===== src/rtl/mem_access_ctrl.sv =====
// mem_access_ctrl: byte/halfword/word load-store sequencer for a word-wide data memory.
// Sub-word support is enabled by defining MEM_ACCESS_CTRL_SUBWORD_EN; otherwise only word accesses succeed.
module mem_access_ctrl #(
  parameter int MEM_WORDS = 32
) (
  input  logic        clk,
  input  logic        rst,
  input  logic        req,
  input  logic        we,
  input  logic [1:0]  size,
  input  logic        sign_ext,
  input  logic [31:0] addr,
  input  logic [31:0] wdata,
  output logic        busy,
  output logic        done,
  output logic        err,
  output logic [31:0] rdata,
  output logic [31:0] mem_addr,
  output logic [31:0] mem_wdata,
  output logic        mem_write,
  output logic        mem_read,
  input  logic [31:0] mem_rdata
);
  typedef enum logic [1:0] {IDLE, RMW_RD, ACCESS, DONE} state_t;
  state_t state_q, state_d;
  logic        we_q, err_q;
  logic [31:0] addr_q, wdata_q, rdata_q;
  logic [31:0] st_word, ld_word;
  logic        accept, bad, bad_size, bad_align, bad_range, rmw;
  assign accept    = (state_q == IDLE) && req;
  assign bad_align = (size == 2'b01 && addr[0]) || (size == 2'b10 && addr[1:0] != 2'b00);
  assign bad_range = {2'b00, addr[31:2]} >= 32'(MEM_WORDS);
  assign bad       = bad_size || bad_align || bad_range;
`ifdef MEM_ACCESS_CTRL_SUBWORD_EN
  logic [1:0]  size_q;
  logic        sext_q;
  logic [31:0] merge_q;
  logic [15:0] sh;
  assign bad_size = size == 2'b11;
  assign rmw      = we && !size[1];
  // Sub-word stores overwrite only their lane of the word fetched in RMW_RD.
  always_comb begin
    st_word = wdata_q;
    if (size_q == 2'b00) begin
      st_word = merge_q;
      st_word[{addr_q[1:0], 3'b000} +: 8] = wdata_q[7:0];
    end else if (size_q == 2'b01) begin
      st_word = merge_q;
      st_word[{addr_q[1], 4'b0000} +: 16] = wdata_q[15:0];
    end
  end
  assign sh      = 16'(mem_rdata >> {addr_q[1:0], 3'b000});
  assign ld_word = size_q == 2'b00 ? {{24{sext_q & sh[7]}}, sh[7:0]} :
                   size_q == 2'b01 ? {{16{sext_q & sh[15]}}, sh[15:0]} : mem_rdata;
  always_ff @(posedge clk or posedge rst)
    if (rst) begin
      size_q  <= 2'b00;
      sext_q  <= 1'b0;
      merge_q <= '0;
    end else begin
      if (accept) begin
        size_q <= size;
        sext_q <= sign_ext;
      end
      if (state_q == RMW_RD) merge_q <= mem_rdata;
    end
`else
  logic unused_ok;
  assign bad_size  = size != 2'b10;
  assign rmw       = 1'b0;
  assign st_word   = wdata_q;
  assign ld_word   = mem_rdata;
  assign unused_ok = ^{sign_ext, addr_q[1:0]};
`endif
  always_comb begin
    state_d = state_q;
    case (state_q)
      IDLE:    state_d = !req ? IDLE : bad ? DONE : rmw ? RMW_RD : ACCESS;
      RMW_RD:  state_d = ACCESS;
      ACCESS:  state_d = DONE;
      default: state_d = IDLE;
    endcase
  end
  always_ff @(posedge clk or posedge rst)
    if (rst) begin
      state_q <= IDLE;
      we_q    <= 1'b0;
      err_q   <= 1'b0;
      addr_q  <= '0;
      wdata_q <= '0;
      rdata_q <= '0;
    end else begin
      state_q <= state_d;
      if (accept) begin
        we_q    <= we;
        err_q   <= bad;
        addr_q  <= addr;
        wdata_q <= wdata;
      end
      if (state_q == ACCESS && !we_q) rdata_q <= ld_word;
    end
  assign busy      = state_q != IDLE;
  assign done      = state_q == DONE;
  assign err       = done && err_q;
  assign rdata     = rdata_q;
  assign mem_read  = (state_q == RMW_RD) || (state_q == ACCESS && !we_q);
  assign mem_write = state_q == ACCESS && we_q;
  assign mem_addr  = (state_q == RMW_RD || state_q == ACCESS) ? {addr_q[31:2], 2'b00} : '0;
  assign mem_wdata = mem_write ? st_word : '0;
endmodule


===== config.mk =====
export PLATFORM = sky130hd
export DESIGN_NAME = mem_access_ctrl
export DESIGN_NICKNAME = d
export VERILOG_FILES = /design/src/rtl/mem_access_ctrl.sv
export SDC_FILE = /design/constraint.sdc
export NUM_CORES = 1
export LEC_CHECK = 0
export BUFFER_PORTS_ARGS = -buffer_cell sky130_fd_sc_hd__buf_2
export CORE_ASPECT_RATIO = 1.1
export CORE_MARGIN = 2
export CORE_UTILIZATION = 35
export CTS_BUF_LIST = sky130_fd_sc_hd__clkbuf_16
export CTS_CLUSTER_DIAMETER = 200
export CTS_CLUSTER_SIZE = 10
export DETAILED_ROUTE_END_ITERATION = 10
export PLACE_DENSITY = 0.72
export SYNTH_ARGS = -nofsm -noshare
export SYNTH_HDL_FRONTEND = slang
export SYNTH_SLANG_ARGS = --single-unit

===== constraint.sdc =====
create_clock -name clk -period 4.06 [get_ports clk]
set_clock_uncertainty 0.15 [all_clocks]
set_input_delay 0.812 -clock clk [delete_from_list [all_inputs] [get_ports clk]]
set_output_delay 0.812 -clock clk [all_outputs]
set_load 0.02 [all_outputs]

=== After elaboration in Yosys (flattened, before gate mapping) ===
Cells that the tools add are included.

* $lt $le $gt $ge: 1
* Reduce and logical (&&, ||, !) cells: 15
* Muxes and demuxes: 5
* Equal/unequal tests: 6

{| class="wikitable"
|+ Operators with widths
! cell !! count
|-
| two-way mux 32 bit || 2
|-
| greater-or-equal comparator 30 x 6 -> 1 bit (second input constant) || 1
|-
| equality test 2 bit (second input constant) || 3
|-
| logical AND 1 bit || 6
|-
| one-hot mux 2 bit (3 select lines) || 1
|-
| logical OR 1 bit || 5
|-
| equality test 2 x 1 -> 1 bit (second input constant) || 2
|-
| nonzero test 2 bit || 2
|-
| zero test 2 bit || 1
|-
| two-way mux 2 bit || 1
|-
| != test 2 bit (second input constant) || 1
|-
| zero test 1 bit || 1
|-
| two-way mux 1 bit || 1
|}

* Bits of input ports: 103
* Output and inout port bits: 101
* Logic and storage cells: 33
* Flip-flop bits (word level): 100

=== Logic depth before layout (Yosys ltp) ===
* Depth in word-level cells: 8
* Gate-level depth with buffers: 7
* Gate-level depth less buffers: 5

=== Least setup slack after synthesis ===
No wires, ideal clock.

* Kind: reg-to-output
* Start: reg state_q[0]
* End: out mem_read
* Stages on the path, launching flop included: 7
* Path buffers: 2
* Arrival: 1.431 ns
* Data required time: 3.098 ns
* Path slack: 1.667 ns
* Cell sequence: dfrtp_1 -> inv_1 -> ha_1 -> nor2b_2 -> buf_6 -> buf_12 -> or2_2

* Cells in the longest elaborated chain, start to end: 3
* Elaborated cells between the ends (all ways): 4
* Those cells by class: 2 x eq/ne; 2 x reduce/logical

{| class="wikitable"
|+ RTL lines
! item !! RTL line !! RTL
|-
| start: declaration || 25 || <nowiki>state_t state_q, state_d;</nowiki>
|-
| start signal: assignment || 93 || <nowiki>state_q <= state_d;</nowiki>
|-
| equality test 2 bit || 106 || <nowiki>assign mem_read = (state_q == RMW_RD) || (state_q == ACCESS && !we_q);</nowiki>
|-
| logical AND 1 bit || 106 ||
|-
| logical OR 1 bit (*) || 106 ||
|-
| end: declaration || 21 || <nowiki>output logic mem_read,</nowiki>
|}

Every way passes the cells marked *; elsewhere a longest branch is shown, timed or not.

=== Worst setup path after layout ===
* Start: reg state_q[0]
* End: out mem_addr[8]

* Cells in the longest elaborated chain, start to end: 3
* Elaborated cells between the ends (all ways): 4
* Those cells by class: 2 x eq/ne; 1 x mux; 1 x reduce/logical

{| class="wikitable"
|+ RTL lines
! item !! RTL line !! RTL
|-
| equality test 2 x 1 -> 1 bit or equality test 2 bit (tied branches) || 108 || <nowiki>assign mem_addr = (state_q == RMW_RD || state_q == ACCESS) ? {addr_q[31:2], 2'b00} : '0;</nowiki>
|-
| logical OR 1 bit (*) || 108 ||
|-
| two-way mux 32 bit (*) || 108 ||
|-
| end: declaration || 18 || <nowiki>output logic [31:0] mem_addr,</nowiki>
|}

Marked as above.

==> summary.md <==
| Metric | Value |
|---|---|
| Crit-path slowest cell | `ha_1` |
| CP Class | `reg2out` |
| Diodes inserted | `0` |
| Skew-Pair Late Insertion Delay | `0.34 ns` |
| Antenna violations before repair | `0` |
| Slew HR | `34.6%` |
| Largest stage delay, worst path | `0.77 ns` |
| Hold Crit Depth | `2` |
| Slew of the pin with the lowest slew margin | `0.981 ns` |
| Yosys Warn Count | `0` |
| Worst hold path class | `reg2reg` |
| Fin util | `46.9%` |
| Largest net degree at the start of global routing | `52` |
| Final Instance Area | `5960 sq um` |
| Final non-filler cell total | `665` |
| Post-synthesis cell type count | `26` |
| Hold WS | `0.326 ns` |
| GPL Wtd Cong | `0.780` |
| Buffers on Ports | `200` |
| Worst-path clk slew | `0.06 ns` |
| Sequential-to-total area share from yosys stat | `53.4%` |
| Post-synth EDFFs | `0` |
| DP Wirelength | `7090 um` |
| Total gr overflow | `0` |
| Worst R2R Path Depth | `5` |
| Unrepaired setup endpoints after global routing | `no` |
| Clock buffer depth | `2` |
| Post-synthesis register bit count | `98` |
| Vias in the first global route | `3,116` |
| Worst setup SP type | `flop` |
| Placed insts | `649` |
| Area contributors post-synth | `dfrtp_1 (53%), mux2_4 (25%), mux2_2 (4.4%), and2_1 (4.4%), and3_1 (4.0%)` |
| Mean post-synth cell area | `14.9 sq um` |
| Dpl cell area | `5660 sq um` |
| Fin nets | `610` |
| Wirelength per Cell | `14.9 um` |
| Antenna-violating nets left | `0` |
| Drt total wl | `9910 um` |
| Drt via density | `4.64` |
| Initial Utilization | `36.1%` |
| First-pass DRT Iterations | `7` |
| Iter 0 DRT Violations | `95` |
| Post-Syn Area | `4590 sq um` |
| Top FF cell, synth | `dfrtp_1` |
| Cell Pwr Density | `905 nW/um^2` |
| CTS hold repair buffers | `0` |
| First-pass GRT wire length | `15,700 um` |
| Status | `finished, violations left` |
| Area grow syn2layout | `29.8%` |
| FMAX | `340 MHz` |
| Postcts setup bufs | `0` |
| CP Capture Type | `output port` |
| Number of remaining DRC errors | `17` |
| CTS sink cnt | `98` |
| MaxCap Viol Count | `0` |
| Vias | `3,084` |
| CP Data Arrival Time | `1.98 ns` |
| Min cycle time layout | `2.94 ns` |
| # rows | `43` |
| Area leader, netlist | `dfrtp_1` |
| Slew Limit Fails | `0` |
| Layout fillers | `1,154` |
| Period utilisation layout | `72.5%` |
| Top-area cell type share of the netlist area | `53.4%` |
| Boundary Pins | `204` |
| Final Hold Fails | `0` |
| Die Footprint | `14,000 sq um` |
| Final setup vio count | `0` |
| Htree depth | `3` |
| GRT Resource Usage Total | `14.3%` |
| Placeable core region | `12,700 sq um` |
| CTS buffer count | `9` |
| Cells after synthesis | `308` |
| Die Span Y | `124 um` |
| Violated checks | `DRC` |
| Chip width | `113 um` |
| VDD IR max | `0.387 mV` |
| Crit path cell chain | `inv_1 -> ha_1 -> and2_1 -> buf_2` |
| TritonCTS clock tree | `yes` |
| Setup TNS | `0 ns` |
| Clock root cell | `clkbuf_16` |
| Ys async rst share | `100%` |
| Max FO, Critical Path | `31` |
| CP required | `3.10 ns` |
| P_leak | `3.27 nW` |
| Layout cell share with drive strength beyond 1 | `63.4%` |
| Post-CTS Resized | `0` |
## cell type report
class	count	area [sq um]	share of cell area (%)
inverter	4	17.5	0.294
clock buffer	9	225	3.78
sequential	98	2450	41.2
tap	157	196	3.30
clock inverter	7	68.8	1.16
multi-input combinational	185	1950	32.7
timing repair buffer	205	1050	17.6
## where the power goes
group	leakage [nW]	total (mW)	switching, mW	internal (mW)
Sequential	1.15	1.78	0.294	1.48
Clock	0.143	0.837	0.361	0.476
Combinational	1.98	2.77	1.40	1.37
Total	3.27	5.39	2.06	3.33
## final timing paths
kind / startpoint / to / slack (ns)
max: state_q[0]$_DFF_PP0_ / mem_addr[8] / 1.12
min reg2reg: err_q$_DFFE_PP0P_ / err_q$_DFFE_PP0P_ / 0.33
max in group asynchronous: rst / st_word[0]$_DFFE_PP0P_ / 2.68
min: err_q$_DFFE_PP0P_ / err_q$_DFFE_PP0P_ / 0.33
min in group asynchronous: rst / rdata[0]$_DFFE_PP0P_ / 0.39
max reg2reg: state_q[0]$_DFF_PP0_ / st_word[2]$_DFFE_PP0P_ / 1.73
## kinds of logic (layout without fill, tap and decap cells)
family	Yosys count	count (layout)	share of synthesized area, %
AO/OA/AOI/OAI	3	3	0.354
adder cells (fa/ha/maj)	4	4	1.09
buffers and inverters	26	225	4.53
flip-flops	98	98	53.4
multiplexers	95	95	29.6
other	1	2	0.0817
AND/OR/NAND/NOR	81	81	10.9
## registers in the layout, indices dropped and copies added (netlist names)
name and cells:
state_q 2, we_q 1, st_word 32, err_q 1
rdata 32, addr_q 30
## Yosys cell counts, drive strengths merged, types with 2 or more instances
library cell,count
nand2,2
mux2,95
nor4,5
dfrtp,98
nor2,3
and2,32
ha,4
inv,4
and3,32
clkbuf,9
buf,13
nand4,2
## stage by stage
step / power (mW) / setup WS [ns]
final: 5.39 / 1.12
after global routing: 5.73 / 0.907
after CTS: 5.46 / 1.07
after detailed placement: 4.59 / 1.45
after global placement: 4.53 / 1.49
after floorplan: 3.87 / 0.536
## layout by cell type, fill, tap and decap left out, drive strengths merged, types with 2 or more instances in the layout
cell type | synthesis | final
buf | 13 | 205
nor4 | 5 | 5
ha | 4 | 4
inv | 4 | 5
mux2 | 95 | 95
nand2 | 2 | 2
conb | 1 | 2
nand4 | 2 | 2
and3 | 32 | 32
dfrtp | 98 | 98
clkinv | 0 | 4
clkbuf | 9 | 9
and2 | 32 | 32
nor2 | 3 | 3
## worst max-delay path, delay by kind of cell, from the launching register on
kind,cells,cell delay [ns]
fa+ha+maj,1,0.77
flops,1,0.39
buf+inv,2,0.25
simple gates,1,0.23
## layer usage
layer  vias to the layer above  track usage (%)  part of all wire [%]
met5                         -                0                     0
met4                         0             6.63                   1.9
met3                        10             3.75                   8.3
met2                       131             22.8                    46
met1                      1492             18.4                    43
li1                       1451                -                     -
No activity file was read; power rests on OpenSTA's default activity.
